===== src/rtl/seg7_scan_ctrl.sv =====
// Time-multiplexed scan controller for a multi-digit 7-segment display.
// Frame-synchronous data update, dead-time blanking and leading-zero suppression.
module seg7_scan_ctrl #(
    parameter int unsigned NUM_DIGITS    = 4,
    parameter int unsigned CLK_DIV       = 50000,
    parameter int unsigned BLANK_CYCLES  = 8,
    parameter bit          EN_ACTIVE_LOW = 1'b1
) (
    input  logic                    clk,
    input  logic                    rst_n,
    input  logic                    load,
    input  logic [4*NUM_DIGITS-1:0] digits_in,
    input  logic [NUM_DIGITS-1:0]   dp_in,
    input  logic                    lz_en,
    output logic [3:0]              bcd_out,
    output logic                    dp_out,
    output logic [NUM_DIGITS-1:0]   digit_en,
    output logic                    blank,
    output logic                    frame_done
);

    localparam int unsigned PW = (CLK_DIV > 1) ? $clog2(CLK_DIV) : 1;
    localparam int unsigned IW = $clog2(NUM_DIGITS);
    localparam int unsigned DW = 4 * NUM_DIGITS;
    localparam logic [PW-1:0] PRESC_MAX = PW'(CLK_DIV - 1);
    localparam logic [IW-1:0] IDX_MAX   = IW'(NUM_DIGITS - 1);
    localparam logic [NUM_DIGITS-1:0] EN_IDLE = {NUM_DIGITS{EN_ACTIVE_LOW}};

    logic [PW-1:0]         presc_q, presc_d;
    logic [IW-1:0]         index_q, index_d;
    logic [DW-1:0]         pend_digits_q, pend_digits_d;
    logic [NUM_DIGITS-1:0] pend_dp_q, pend_dp_d;
    logic                  pend_lz_q, pend_lz_d;
    logic                  pend_valid_q, pend_valid_d;
    logic [DW-1:0]         disp_digits_q, disp_digits_d;
    logic [NUM_DIGITS-1:0] disp_dp_q, disp_dp_d;
    logic                  disp_lz_q, disp_lz_d;

    logic [3:0]            bcd_q, bcd_d;
    logic                  dp_q, dp_d;
    logic [NUM_DIGITS-1:0] en_q, en_d;
    logic                  blank_q, blank_d;
    logic                  frame_done_q, frame_done_d;

    logic                  slot_end;
    logic                  frame_end;
    logic [NUM_DIGITS-1:0] supp;
    logic [NUM_DIGITS-1:0] onehot;
    logic                  zero_above;

    assign slot_end  = (presc_q == PRESC_MAX);
    assign frame_end = slot_end && (index_q == IDX_MAX);

    // Free-running prescaler and digit index.
    always_comb begin
        presc_d = slot_end ? '0 : presc_q + PW'(1);
        index_d = index_q;
        if (slot_end) begin
            index_d = (index_q == IDX_MAX) ? '0 : index_q + IW'(1);
        end
    end

    // Loads queue into pending; display takes pending (or a same-cycle load) at frame end.
    always_comb begin
        pend_digits_d = pend_digits_q;
        pend_dp_d     = pend_dp_q;
        pend_lz_d     = pend_lz_q;
        pend_valid_d  = pend_valid_q;
        disp_digits_d = disp_digits_q;
        disp_dp_d     = disp_dp_q;
        disp_lz_d     = disp_lz_q;
        if (frame_end) begin
            pend_valid_d = 1'b0;
            if (load) begin
                disp_digits_d = digits_in;
                disp_dp_d     = dp_in;
                disp_lz_d     = lz_en;
            end else if (pend_valid_q) begin
                disp_digits_d = pend_digits_q;
                disp_dp_d     = pend_dp_q;
                disp_lz_d     = pend_lz_q;
            end
        end else if (load) begin
            pend_digits_d = digits_in;
            pend_dp_d     = dp_in;
            pend_lz_d     = lz_en;
            pend_valid_d  = 1'b1;
        end
    end

    // A digit above 0 is suppressed when it and all higher digits are zero.
    always_comb begin
        supp       = '0;
        zero_above = 1'b1;
        for (int i = int'(NUM_DIGITS) - 1; i > 0; i--) begin
            if (disp_digits_d[4*i +: 4] != 4'd0) begin
                zero_above = 1'b0;
            end
            supp[i] = disp_lz_d && zero_above;
        end
    end

    // Outputs are evaluated on the post-edge counter and display values.
    always_comb begin
        bcd_d  = 4'd0;
        dp_d   = 1'b0;
        onehot = '0;
        for (int i = 0; i < int'(NUM_DIGITS); i++) begin
            if (index_d == IW'(i)) begin
                bcd_d     = disp_digits_d[4*i +: 4];
                dp_d      = disp_dp_d[i];
                onehot[i] = !supp[i] && (32'(presc_d) >= BLANK_CYCLES);
            end
        end
        en_d         = onehot ^ EN_IDLE;
        blank_d      = ~|onehot;
        frame_done_d = (presc_d == PRESC_MAX) && (index_d == IDX_MAX);
    end

    always_ff @(posedge clk or negedge rst_n) begin
        if (!rst_n) begin
            presc_q       <= '0;
            index_q       <= '0;
            pend_digits_q <= '0;
            pend_dp_q     <= '0;
            pend_lz_q     <= 1'b0;
            pend_valid_q  <= 1'b0;
            disp_digits_q <= '0;
            disp_dp_q     <= '0;
            disp_lz_q     <= 1'b0;
            bcd_q         <= 4'd0;
            dp_q          <= 1'b0;
            en_q          <= EN_IDLE;
            blank_q       <= 1'b1;
            frame_done_q  <= 1'b0;
        end else begin
            presc_q       <= presc_d;
            index_q       <= index_d;
            pend_digits_q <= pend_digits_d;
            pend_dp_q     <= pend_dp_d;
            pend_lz_q     <= pend_lz_d;
            pend_valid_q  <= pend_valid_d;
            disp_digits_q <= disp_digits_d;
            disp_dp_q     <= disp_dp_d;
            disp_lz_q     <= disp_lz_d;
            bcd_q         <= bcd_d;
            dp_q          <= dp_d;
            en_q          <= en_d;
            blank_q       <= blank_d;
            frame_done_q  <= frame_done_d;
        end
    end

    assign bcd_out    = bcd_q;
    assign dp_out     = dp_q;
    assign digit_en   = en_q;
    assign blank      = blank_q;
    assign frame_done = frame_done_q;

endmodule


===== config.mk =====
export PLATFORM = sky130hd
export DESIGN_NAME = seg7_scan_ctrl
export DESIGN_NICKNAME = d
export VERILOG_FILES = /design/src/rtl/seg7_scan_ctrl.sv
export SDC_FILE = /design/constraint.sdc
export NUM_CORES = 1
export LEC_CHECK = 0
export ABC_AREA = 1
export CORE_ASPECT_RATIO = 2
export CORE_UTILIZATION = 60
export CTS_CLUSTER_DIAMETER = 200
export CTS_CLUSTER_SIZE = 8
export DETAILED_ROUTE_END_ITERATION = 12
export GPL_ROUTABILITY_DRIVEN = 0
export PLACE_DENSITY = 0.92
export SLEW_MARGIN = 15
export SYNTH_ARGS = -nofsm -noshare
export SYNTH_HDL_FRONTEND = slang
export SYNTH_SLANG_ARGS = --single-unit

===== constraint.sdc =====
create_clock -name clk -period 5.3 [get_ports clk]
set_input_delay 1.325 -clock clk [delete_from_list [all_inputs] [get_ports clk]]
set_output_delay 1.325 -clock clk [all_outputs]
set_load 0.01 [all_outputs]

# Word-level counts from Yosys, hierarchy flattened
# Index checks and enable logic that the tools add are counted.
dict set report word_totals {
  mem_count 0
  rom_bits 0
  mem_bits_rw 0
  output_inout_bits 11
  latchBits 0
  ff_bits 72
}
dict set report op_classes {
  div_mod_pow 0
  muxes 29
  shifts 0
  n_addsub 2
  bitwise_logic 2
  n_lt_le_gt_ge 1
  reduce_logical 19
  multipliers 0
  n_eq_ne 6
}
# operator n
set op_table {}
lappend op_table {{16-bit 2-to-1 mux} 4}
lappend op_table {{16-bit equality test, second input constant} 2}
lappend op_table {{4-bit 2-to-1 mux} 7}
lappend op_table {{16-bit by 1-bit adder with 16-bit output, second input constant} 1}
lappend op_table {{16-bit by 4-bit greater-or-equal comparator with 1-bit output, second input constant} 1}
lappend op_table {{1-bit 2-to-1 mux} 16}
lappend op_table {{4-bit nonzero test} 3}
lappend op_table {{1-bit logical AND} 8}
lappend op_table {{2-bit equality test, second input constant} 3}
lappend op_table {{1-bit zero test} 4}
lappend op_table {{2-bit 2-to-1 mux} 2}
lappend op_table {{4-bit NOT} 1}
lappend op_table {{4-bit OR reduction} 1}
lappend op_table {{2-bit by 1-bit adder with 2-bit output, second input constant} 1}
lappend op_table {{2-bit by 1-bit equality test with 1-bit output, second input constant} 1}
lappend op_table {{2-bit zero test} 1}
lappend op_table {{2-bit AND reduction} 1}
lappend op_table {{2-bit nonzero test} 1}
lappend op_table {{1-bit NOT} 1}

# Longest topological paths before layout
dict set report depth {
  depth_word 13
  ltp_mapped 15
}

# Worst setup path after synthesis
# OpenSTA, ideal clock, no wires.
dict set report synth_path {
  kind {input-to-reg}
  startpoint {input port load}
  endpoint {register blank_q (netlist: blank)}
  t_required_ns 5.236
  stages 12
  t_arrival_ns 2.516
  setup_slack_ns 2.720
  n_path_buf 2
  path_cell_list {clkbuf_2 > clkbuf_1 > a21oi_1 > a21oi_1 > nand2_1 > o21ai_1 > nand2_1 > nor2_4 > nand3_2 > nand2_2 > nand2_1 > nor2_2}
}
dict set report synth_between {
  elab_chain_len 12
  elab_cells_between_ends 24
  classes_between {mux: 10; reduce/logical: 14}
}
# element line_no
set synth_rtl {}
lappend synth_rtl {{start: declaration} 11} ;# input logic load,
lappend synth_rtl {{16-bit 2-to-1 mux} 74} ;# if (load) begin
lappend synth_rtl {{16-bit 2-to-1 mux} 72} ;# if (frame_end) begin
lappend synth_rtl {{4-bit nonzero test} 96} ;# if (disp_digits_d[4*i +: 4] != 4'd0) begin
lappend synth_rtl {{1-bit 2-to-1 mux (3 in series)} 96}
lappend synth_rtl {{1-bit logical AND} 99} ;# supp[i] = disp_lz_d && zero_above;
lappend synth_rtl {{1-bit zero test} 112} ;# onehot[i] = !supp[i] && (32'(presc_d) >= BLANK_CYCLES);
lappend synth_rtl {{1-bit logical AND} 112}
lappend synth_rtl {{1-bit 2-to-1 mux} 109} ;# if (index_d == IW'(i)) begin
lappend synth_rtl {{4-bit OR reduction *} 116} ;# blank_d = ~|onehot;
lappend synth_rtl {{1-bit zero test *} 116}
lappend synth_rtl {{net blank_d} 42} ;# logic blank_q, blank_d;
lappend synth_rtl {{end signal: assignment} 149} ;# blank_q <= blank_d;
lappend synth_rtl {{end: declaration} 42}
# Mark *: on every way through the listed nets, which the timed path passes. The rest lies on a longest branch.
# A chain may end at the register's enable or synchronous reset.

# Final worst setup path
# Same ends and word-level chain as after synthesis.

==> qor.csv <==
metric,value,unit
grt_max_degree,50,
syn_area,0.00407,mm^2
core_region_area,0.00657,mm^2
first_iter_violations,424,
fin_nets,560,
clkLatencyLatePin,0.34,ns
grt_pass1_wl,18000,um
ys_warn_count,0,
synth.avg_cell_area,8.16,um^2
wl,11000,um
routedWlPerCell,17.6,um
ant_nets,0,
tightest_slew,0.630,ns
synth_edf_count,0,
grt-ovfl-total,0,
cp.arrival,4.01,ns
hold_viol,0,
layout_commonest_cell,nand2_1,
syn_to_final_growth,17.2,%
final_cell_mix,"nand2_1, dfrtp_1, inv_1",
fin_cells,626,
cts_tree,done,
dr.pass1.iters,5,
hp-class,reg2reg,
cpPeakStageDelay,0.83,ns
die_area,0.00713,mm^2
syn_nets,525,
root_buffer,clkbuf_16,
hpwl,7750,um
htreeDepth,3,
fp-row-count,42,
max_freq,268,MHz
num_antenna_cells,0,
via_count,3588,
path_clk_slew,0.06,ns
die_y,118,um
crit_required,5.58,ns
yosysSeqAreaShare,0.445,
slew_violations,0,
p_total,1.32,mW
cpMostUsedCell,nand2_1,
setup_tns,0,ns
max-slew-margin-rel,0.580,
ys_types,35,
register_area,0.00181,mm^2
setup_viol,0,
period_minus_slack,3.73,ns
cts_hold_buf,0,
drive_gt1_frac,0.173,
drv_cap,0,
nFillCells,471,
multi_input_area,0.00193,mm^2
rsz0062_at_grt,no,
cts_max_path_buffers,2,
async_flop_share,1.00,
ios,35,
endpoint_kind,flip-flop,
dominantRegCellSynth,dfrtp_1,
avgViaCountPerCell,5.73,
io_buffers,34,
post_cts_resize_count,0,
cp-start-kind,input port,
worst_slack,1.57,ns
grt.total_usage,0.347,
status,"complete, no violations",
numCtsBuffers,9,
antenna_found_initial,0,
pwr_density_cell,277,mW/mm^2
post-route-period-util,0.704,
pre_cts_ws,1.40,ns
ys_seq_elements,72,
leakage,2.44,nW
numClockSinks,72,
syn_inst,498,
worst-setup-path-type,in2reg,
ir_worst_vdd,0.183,mV
die_w,60.2,um
dp.cells,610,
cts_setup_buffers,0,
drc_errors,0,
start_util,0.619,
cp_max_fo,21,
grt_pass1_vias,3774,
worst_clock_skew,0.00567,ns
cp_cell_sequence,"clkdlybuf4s50_1, inv_1, nand2_1, nor2_1, nor2_1, nand3_1, nand2_1, nand3_2, nor2_4, nand3_2, nand2_2, nand2_1, nor2_2",
crit_slowest_cell,clkdlybuf4s50_1,
-- metal layers --
layer	vias up	global-route usage	routed length [um]
li1	1646	-	-
met3	62	0.0821	517
met2	181	0.591	6080
met1	1699	0.336	3610
met4	0	0.266	812
met5	-	0	0
-- cell families after synthesis --
| family | count (synthesis) | share of synthesized area |
|---|---|---|
| flops | 72 | 0.445 |
| fa+ha+maj | 3 | 0.00923 |
| compound gates | 54 | 0.0729 |
| mux | 15 | 0.0416 |
| xor+xnor | 2 | 0.00431 |
| simple gates | 273 | 0.346 |
| buf+inv | 79 | 0.0809 |
-- worst paths after layout --
| check | slack (ns) | startpoint | cells after the start | end |
|---|---|---|---|---|
| min in group asynchronous | 1.00 | rst_n | 1 | pend_digits_q[6] |
| max in group asynchronous | 3.53 | rst_n | 2 | pend_digits_q[0] |
| setup reg to reg | 2.93 | pend_valid_q | 12 | blank |
| hold reg to reg | 0.50 | pend_lz_q | 2 | pend_lz_q |
| hold / removal | 0.50 | pend_lz_q | 2 | pend_lz_q |
| setup / recovery | 1.57 | load | 13 | blank |
-- sequential cells by signal, indices dropped and copies added (netlist names) --
name and flops:
pend_lz_q 1, index_q 2, pend_valid_q 1, digit_en 4, blank 1, disp_dp_q 4, presc_q 16, pend_digits_q 16
pend_dp_q 4, bcd_out 4, dp_out 1, disp_lz_q 1, frame_done 1, disp_digits_q 16
-- where the power goes --
part	switching (mW)	internal, mW
Clock	0.222	0.424
Combinational	0.0491	0.0428
Sequential	0.0124	0.571
-- synth_stat cells (3+ instances only) --
master      n  area (um^2)
nor2_2      6         37.5
mux2_2     15          169
nand4_1    13         81.3
nor2_4      9          101
clkbuf_1    3         11.3
nand2_2    14         87.6
a21oi_1    23          115
inv_2       5         18.8
dfstp_2     5          131
buf_2       4         20.0
inv_1      61          229
o22ai_1     8         50.1
nand2_1   139          522
nand2_4     5         56.3
o21ai_1     6         30.0
nand3_1    21          105
ha_1        3         37.5
o21ai_0    14         70.1
nor2_8      5          100
nand3_2     9         90.1
dfrtp_1    67         1680
nor2_1     48          180
-- cell type report --
type | count | area share
multi-input combinational | 347 | 0.405
inverter | 68 | 0.0543
clock buffer | 13 | 0.0525
tap | 88 | 0.0231
sequential | 72 | 0.379
timing repair buffer | 35 | 0.0725
clock inverter | 3 | 0.0137
-- worst max-delay path: cells and delay by family --
family,cells,cell delay [ns]
buf+inv,2,1.28
simple gates,11,1.39
-- per-stage QoR --
stage	cell area (um^2)	util	hold WS, ns
2_1_floorplan	4070	-	0.453
3_3_place_gp	4450	0.677	0.469
3_5_place_dp	4450	0.677	0.487
4_1_cts	4760	0.725	0.500
5_1_grt	4770	0.726	0.516
6_report	4770	0.726	0.499
Power figures use the tool's default switching activity.
